## config.mk

```make
export PLATFORM = sky130hd
export DESIGN_NAME = rr_mux8
export DESIGN_NICKNAME = d
export VERILOG_FILES = /design/src/rtl/rr_mux8_pkg.sv /design/src/rtl/rr_mux8_pick.sv /design/src/rtl/rr_mux8.sv
export SDC_FILE = /design/constraint.sdc
export NUM_CORES = 1
export LEC_CHECK = 0
export ABC_AREA = 1
export BUFFER_PORTS_ARGS = -buffer_cell sky130_fd_sc_hd__buf_2
export CAP_MARGIN = 20
export CORE_ASPECT_RATIO = 1.4
export CORE_MARGIN = 3
export CORE_UTILIZATION = 35
export CTS_BUF_LIST = sky130_fd_sc_hd__clkbuf_4 sky130_fd_sc_hd__clkbuf_8
export DETAILED_ROUTE_END_ITERATION = 8
export GPL_TIMING_DRIVEN = 0
export PLACE_DENSITY = 0.54
export SLEW_MARGIN = 20
export SYNTH_ARGS = -nofsm -noshare
export SYNTH_HDL_FRONTEND = slang
export SYNTH_SLANG_ARGS = --single-unit
```

## constraint.sdc

```tcl
create_clock -name clk -period 2.9 [get_ports clk]
set_input_delay 0.58 -clock clk [delete_from_list [all_inputs] [get_ports clk]]
set_output_delay 0.58 -clock clk [all_outputs]
set_load 0.005 [all_outputs]
```

## src/rtl/rr_mux8_pkg.sv

```systemverilog
// rr_mux8_pkg: shared constants for the round-robin collecting multiplexer.
//   N_LANES : number of input lanes (power of two, >= 2)
//   SEL_W   : width of a lane index, log2(N_LANES)
//   PTR_RST : pointer value after reset; N_LANES-1 so the first scan starts at lane 0
package rr_mux8_pkg;

  localparam int N_LANES = 8;
  localparam int SEL_W   = 3;
  localparam logic [SEL_W-1:0] PTR_RST = SEL_W'(N_LANES - 1);

endpackage : rr_mux8_pkg

```

## src/rtl/rr_mux8_pick.sv

```systemverilog
// rr_pick: combinational rotate/priority-find for the round-robin arbiter.
// Finds the first set bit of pending searching ptr+1, ptr+2, ... modulo N.
// Ports:
//   pending [N-1:0]    in  : lanes currently holding a post
//   ptr     [SELW-1:0] in  : last granted lane
//   grant   [SELW-1:0] out : index of the chosen lane (0 when none found)
//   found              out : at least one pending lane exists
module rr_pick
  import rr_mux8_pkg::*;
#(
  parameter int N    = N_LANES,
  parameter int SELW = SEL_W
) (
  input  logic [N-1:0]    pending,
  input  logic [SELW-1:0] ptr,
  output logic [SELW-1:0] grant,
  output logic            found
);

  logic [SELW-1:0] idx;

  // Walk the search order backwards so the nearest lane after ptr is the
  // last assignment and therefore wins. Index arithmetic wraps naturally
  // because N is a power of two; offset N lands on ptr itself, last in line.
  always_comb begin
    grant = '0;
    found = 1'b0;
    idx   = '0;
    for (int k = N; k >= 1; k--) begin
      idx = ptr + SELW'(k);
      if (pending[idx]) begin
        grant = idx;
        found = 1'b1;
      end
    end
  end

endmodule : rr_pick

```

## src/rtl/rr_mux8.sv

```systemverilog
// rr_mux8: round-robin N-to-1 collecting multiplexer.
// Each lane posts one data bit with a request strobe; posts are latched and
// forwarded one lane per cycle on a serial output tagged with the lane index.
// Ports:
//   clk              in  : rising-edge clock
//   rst              in  : synchronous active-high reset
//   en               in  : scan enable (0 freezes granting, latching continues)
//   req     [N-1:0]  in  : per-lane request strobe
//   in      [N-1:0]  in  : per-lane data bit, captured with req
//   out              out : forwarded data bit of the granted lane
//   sel     [SELW-1:0] out : index of the granted lane
//   valid            out : out/sel carry a grant this cycle
//   pending [N-1:0]  out : lanes latched and not yet granted
//   overrun          out : sticky, a lane was re-posted while still pending
module rr_mux8
  import rr_mux8_pkg::*;
#(
  parameter int N    = N_LANES,
  parameter int SELW = SEL_W
) (
  input  logic            clk,
  input  logic            rst,
  input  logic            en,
  input  logic [N-1:0]    req,
  input  logic [N-1:0]    in,
  output logic            out,
  output logic [SELW-1:0] sel,
  output logic            valid,
  output logic [N-1:0]    pending,
  output logic            overrun
);

  logic [N-1:0]    pending_reg, pending_next;
  logic [N-1:0]    data_reg, data_next;
  logic [SELW-1:0] ptr_reg;
  logic [SELW-1:0] sel_reg;
  logic            out_reg;
  logic            valid_reg;
  logic            overrun_reg, overrun_next;

  logic [SELW-1:0] grant;
  logic            found;
  logic            grant_hit;
  logic [N-1:0]    grant_mask;

  rr_pick #(
    .N    (N),
    .SELW (SELW)
  ) u_pick (
    .pending (pending_reg),
    .ptr     (ptr_reg),
    .grant   (grant),
    .found   (found)
  );

  assign grant_hit = en && found;

  // Per-lane latch: a new post always wins over the grant clearing the lane,
  // so a same-edge grant and re-post forwards the old bit and keeps the new one.
  for (genvar gi = 0; gi < N; gi++) begin : g_lane
    assign grant_mask[gi]   = grant_hit && (grant == SELW'(gi));
    assign pending_next[gi] = req[gi] | (pending_reg[gi] & ~grant_mask[gi]);
    assign data_next[gi]    = req[gi] ? in[gi] : data_reg[gi];
  end

  // Overrun only when a still-pending post is overwritten without being consumed.
  assign overrun_next = overrun_reg | (|(req & pending_reg & ~grant_mask));

  always_ff @(posedge clk) begin
    if (rst) begin
      pending_reg <= '0;
      data_reg    <= '0;
      ptr_reg     <= PTR_RST;
      sel_reg     <= '0;
      out_reg     <= 1'b0;
      valid_reg   <= 1'b0;
      overrun_reg <= 1'b0;
    end else begin
      pending_reg <= pending_next;
      data_reg    <= data_next;
      overrun_reg <= overrun_next;
      valid_reg   <= grant_hit;
      if (grant_hit) begin
        out_reg <= data_reg[grant];
        sel_reg <= grant;
        ptr_reg <= grant;
      end
    end
  end

  assign out     = out_reg;
  assign sel     = sel_reg;
  assign valid   = valid_reg;
  assign pending = pending_reg;
  assign overrun = overrun_reg;

endmodule : rr_mux8

```

# ---- Word-level counts from Yosys, hierarchy flattened
# Cells that the tools add are included.
dict set report word_totals {
  in_bits 19
  regBits 25
  out_inout_bits 14
  wordCells 110
}
dict set report op_classes {
  n_lt_le_gt_ge 9
  n_reduce_logical 11
  n_mux 34
  n_addsub 7
  eq_ne 7
  n_bitwise 28
}
# op n
set op_table {}
lappend op_table {{less-than comparator 3 x 4 -> 1 bit (second input constant)} 9}
lappend op_table {{binary-select mux 1 bit (select 3 bit)} 9}
lappend op_table {{2-to-1 mux 3 bit} 8}
lappend op_table {{2-to-1 mux 1 bit} 17}
lappend op_table {{AND 8 bit} 2}
lappend op_table {{adder 3 bit (second input constant)} 4}
lappend op_table {{== test 3 bit (second input constant)} 4}
lappend op_table {{logical AND 1 bit} 9}
lappend op_table {{OR 1 bit} 9}
lappend op_table {{AND 1 bit} 8}
lappend op_table {{NOT 1 bit} 8}
lappend op_table {{NOT 8 bit} 1}
lappend op_table {{OR reduction 8 bit} 1}
lappend op_table {{adder 3 x 2 -> 3 bit (second input constant)} 2}
lappend op_table {{== test 3 x 2 -> 1 bit (second input constant)} 2}
lappend op_table {{adder 3 x 1 -> 3 bit (second input constant)} 1}
lappend op_table {{== test 3 x 1 -> 1 bit (second input constant)} 1}
lappend op_table {{zero test 3 bit} 1}

# ---- Depth between registers and ports, before layout
dict set report depth {
  word_depth 16
  depth_mapped 27
  depth_no_buf 24
}

# ---- Hierarchy
# A second synthesis with hierarchy kept.
dict set report unflattened {
  hier_cells 280
  hier_area_um2 1736.7
}
# mod area_each_um2 seq_area_each_um2 cells_each instances
set modules_own_cells {}
lappend modules_own_cells {rr_mux8 1069.8 500.5 157 1}
lappend modules_own_cells {rr_pick 666.9 0.0 123 1}

# ---- Worst setup path after synthesis
# OpenSTA, ideal clock, no wires.
dict set report synth_path {
  kind {reg2reg}
  start {register ptr_reg[0]}
  end {register overrun_reg, in the netlist overrun}
  path_stages_with_launch 24
  synth_period_minus_slack_ps 2550
  required_time_ps 2768
  slack_ps 350
  arrival_ps 2418
  setup_ps 132
  n_path_buf 3
  cell_sequence {dfxtp_1 -> buf_6 -> inv_4 -> buf_12 -> ha_1 -> inv_2 -> nand3_2 -> nand3_1 -> nand2_2 -> inv_2 -> nand2_1 -> nand2_1 -> nand2_1 -> nand2_1 -> nand2_1 -> nand2_1 -> nand2_2 -> nand2_4 -> buf_6 -> nand3_2 -> o21bai_1 -> nand3_1 -> nor2_1 -> a21oi_1}
}
dict set report synth_between {
  elab_chain_len 16
  word_cells_on_any_way 60
  classes_between {7 x add/sub; 7 x eq/ne; 32 x mux; 3 x bitwise; 11 x reduce/logical}
}
# item line
set synth_lines {}
lappend synth_lines {{start, declared} rr_mux8.sv:35} ;# logic [SELW-1:0] ptr_reg;
lappend synth_lines {{start signal, assigned} rr_mux8.sv:86} ;# ptr_reg <= grant;
lappend synth_lines {{adder 3 bit / binary-select mux 1 bit (select 3 bit) (equally long branches)} {rr_mux8_pick.sv:30, rr_mux8_pick.sv:31}}
lappend synth_lines {{binary-select mux 1 bit (select 3 bit) / 2-to-1 mux 1 bit (equally long branches)} rr_mux8_pick.sv:31} ;# if (pending[idx]) begin
lappend synth_lines {{2-to-1 mux 1 bit (implied by the code) / 2-to-1 mux 3 bit (equally long branches)} rr_mux8_pick.sv:31}
lappend synth_lines {{2-to-1 mux 3 bit / 2-to-1 mux 1 bit (equally long branches) (7 in a row)} rr_mux8_pick.sv:31}
lappend synth_lines {{== test 3 x 1 -> 1 bit (tied with other cells)} rr_mux8.sv:61} ;# assign grant_mask[gi] = grant_hit && (grant == SELW'(gi));
lappend synth_lines {{logical AND 1 bit} rr_mux8.sv:61}
lappend synth_lines {{NOT 8 bit (*)} rr_mux8.sv:67} ;# assign overrun_next = overrun_reg | (|(req & pending_reg & ~grant_mask));
lappend synth_lines {{AND 8 bit (*)} rr_mux8.sv:67}
lappend synth_lines {{OR reduction 8 bit (*)} rr_mux8.sv:67}
lappend synth_lines {{OR 1 bit (*)} rr_mux8.sv:67}
lappend synth_lines {{end signal, assigned} rr_mux8.sv:81} ;# overrun_reg <= overrun_next;
lappend synth_lines {{end, declared} rr_mux8.sv:39} ;# logic overrun_reg, overrun_next;
# Every way passes the cells marked *; elsewhere a longest branch is shown, timed or not. The select of a mux whose other input is x is not followed.
# A chain may end at the register's enable or synchronous reset.

# ---- Worst setup path after layout
# Same ends and word-level chain as after synthesis.

==> flow_summary.toml <==
[setup_path]
r2r_slack_ns = 0.22
regToRegStartpoint = "ptr_reg[0]$_SDFFE_PP1P_"
critical_path.max_fanout = 10
cp-end-kind = "flop"
critPathMostFrequentCell = "nand2_1"
worstRegToRegCells = 22
path_cells = "buf_6 > inv_4 > buf_12 > ha_4 > inv_4 > nand3_2 > nand3_1 > nand2_1 > inv_2 > nand2_1 > nand2_1 > nand2_1 > nand2_1 > nand2_1 > nand2_2 > nand2_4 > buf_6 > nand3_2 > o21bai_1 > nand3_1 > nor2_1 > a21oi_1"
crit_slowest_cell = "dfxtp_2"
cp.required_ns = 3.05
cp_num_cells = 22
arrival_ns = 2.82
cp-start-kind = "flop"
worstSetupPathType = "flop to flop"
r2r-end = "overrun$_SDFF_PP0_"
critical-path-max-stage-delay_ns = 0.35
cpLargestDelayFamily = "simple AND/OR/NAND/NOR gates"
path_buf_inv = 6

[floorplanning]
die_w_um = 68.69
dieArea_um2 = 6441
die_y_um = 93.77
rows = 31
start_util = 0.3677
core_um2 = 5236
num_io_pins = 33

[placed_design]
place_inst = 389
dp_hpwl_mm = 3.945
post_dp_cell_area_um2 = 2168
gp_congestion = 0.8682
portBuffers = 32
pre_cts_slack_ns = -0.1012

[logic_synthesis]
synth_top_area_frac = 0.2599
ys_seq_elements = 25
synthTopCellsByArea = "dfxtp_1, nand2_1, nand3_2"
synth_xor_area_frac = 0.008447
synth_area_um2 = 1926
synth_fa_ha_area_frac = 0.01300
yosys.area.top_type = "dfxtp_1"
synth_top_family_by_area = "simple AND/OR/NAND/NOR gates"
yosys.area_share.simple = 0.4808
avgSynthCellArea_um2 = 6.617
ys_warn_count = 0
synth-compound-area-share = 0.1202
synth.distinct_cells = 26
yosys-mux-area-fraction = 0
syn_nets = 312
syn_inst = 291
synth_seq_area_share = 0.2599

[final_layout]
area_growth_syn_to_layout_pct = 18.52
final_cells = 397
multiInputGateArea_um2 = 1226
fin_nets = 353
fill_cells = 609
drive_above_1_share = 0.3233
final_cell_area_um2 = 2282
antenna_cells = 0
seqCellArea_um2 = 501.7
utilization = 0.4358

[global_route]
met1_usage = 0.1940
met3_usage = 0.01437
grt_pass1_vias = 1901
grt_use_met2 = 0.3147
grt_max_degree = 14
overflow = 0
busiest_layer = "met2"
grt_antenna_before_repair = 0
groute.usage.overall = 0.1690
grt_first_pass_wirelength_mm = 8.390

[route]
via_count = 1880
wl_per_cell_um = 12.12
dr.pass1.iters = 4
drc = 0
antenna_left = 0
viasPerCell = 4.736
drtIter0Drc = 39
wl_mm = 4.813

[clocking]
numCtsBuffers = 3
path_clk_slew_ns = 0.09
cts_max_level = 1
cts_root_buffer = "clkbuf_8"
cts_tree = "built"
clk_path_buf_depth = 2
cts.sinks = 25
worstSkewPairLatency_ns = 0.27

[timing]
finClkSkew_ns = 0.003388
post-route-period-util = 0.9225
final-hold-violation-count = 0
finalCriticalPeriod_ns = 2.675
finalSetupViolCount = 0
max_freq_ghz = 0.3738
tightestPinTransition_ns = 0.4908
slew_violations = 0
relSlewSlack = 0.6728
worst_slack_ns = 0.2246

[worst_hold_path]
hold_path_end = "data_reg[4]$_SDFFE_PP0P_"
hold_depth = 2
hold_path.class = "flop to flop"
hold_path_startpoint = "data_reg[4]$_SDFFE_PP0P_"

[run_status]
outcome = "complete, no violations"

[flow_run]
maxCapViolations = 0
worst max path at each step:
stage	from	endpoint
finish	ptr_reg[0]$_SDFFE_PP1P_	overrun$_SDFF_PP0_
global route	ptr_reg[0]$_SDFFE_PP1P_	overrun$_SDFF_PP0_
CTS	ptr_reg[0]$_SDFFE_PP1P_	overrun$_SDFF_PP0_
detailed placement	ptr_reg[0]$_SDFFE_PP1P_	overrun$_SDFF_PP0_
global placement	ptr_reg[0]$_SDFFE_PP1P_	overrun$_SDFF_PP0_
floorplan	ptr_reg[0]$_SDFFE_PP1P_	overrun$_SDFF_PP0_
Yosys cell counts:
cell type and instances:
a21oi_1 20, buf_12 1, buf_4 2, buf_6 2, clkbuf_1 2, dfxtp_1 25
ha_1 2, inv_1 27, inv_2 11, inv_4 3, nand2_1 92, nand2_2 8
nand2_4 9, nand3_1 20, nand3_2 21, nand3_4 1, nand4_1 1, nor2_1 19
nor2_2 2, nor2_4 1, o211ai_1 3, o21ai_0 11, o21ai_1 3, o21ai_4 1
o21bai_1 3, xor2_2 1
what timing repair did:
item | CTS | global route
setup buffers | 0 | 4
gates resized for setup | 2 | 6
endpoints found under the setup margin | 2 | 7
pin swaps | 0 | 4
hold buffers | 0 | 0
metrics by stage:
stage | hold WS (ns) | setup TNS, ns
floorplan | 0.4292 | 0
global placement | 0.4458 | -0.1400
detailed placement | 0.4475 | -0.1334
CTS | 0.4598 | 0
global route | 0.4714 | -0.003841
finish | 0.4532 | 0
cells in the final DEF (no fill, tap or decap), types with 2 or more instances in the layout:
cell	netlist	routed
buf_2	0	32
buf_4	2	5
inv_2	11	10
nand2_4	9	10
clkbuf_1	2	2
nand2_1	92	92
o21ai_1	3	3
nor2_2	2	2
nand3_1	20	18
o211ai_1	3	3
inv_1	27	27
nand2_2	8	7
dfxtp_1	25	24
buf_6	2	3
nand3_2	21	23
clkbuf_8	0	3
a21oi_1	20	20
o21bai_1	3	3
o21ai_0	11	11
nor2_1	19	19
inv_4	3	4
area by class of cell:
type / instances / share of cell area
Clock buffer: 4 / 0.02138
Tap cell: 66 / 0.03618
Inverter: 41 / 0.07182
Multi-Input combinational cell: 218 / 0.5373
Sequential cell: 25 / 0.2198
Buffer: 7 / 0.03015
Timing Repair Buffer: 36 / 0.08333
kinds of logic (layout without fill, tap and decap cells):
kind of cell	count (synthesis)	after routing
simple gates	174	174
flops	25	25
compound gates	41	41
fa+ha+maj	2	2
xor+xnor	1	1
buf+inv	48	88
worst register-to-register path: stages (launching register included):
cell and delay (ns):
dfxtp_2 0.35, buf_6 0.14, inv_4 0.05, buf_12 0.15, ha_4 0.34, inv_4 0.08, nand3_2 0.09, nand3_1 0.10
nand2_1 0.14, inv_2 0.05, nand2_1 0.06, nand2_1 0.04, nand2_1 0.05, nand2_1 0.04, nand2_1 0.06, nand2_2 0.06
nand2_4 0.09, buf_6 0.15, nand3_2 0.07, o21bai_1 0.14, nand3_1 0.13, nor2_1 0.11, a21oi_1 0.06
metal layers:
| metal | up-vias | share of wire |
|---|---|---|
| met5 | - | 0 |
| met4 | 0 | 0.021 |
| li1 | 1005 | - |
| met2 | 29 | 0.54 |
| met1 | 837 | 0.41 |
| met3 | 9 | 0.027 |
Power is left out: the tool's default activity adds up to more than one toggle a clock period on the data nets, which glitch-free logic cannot reach.
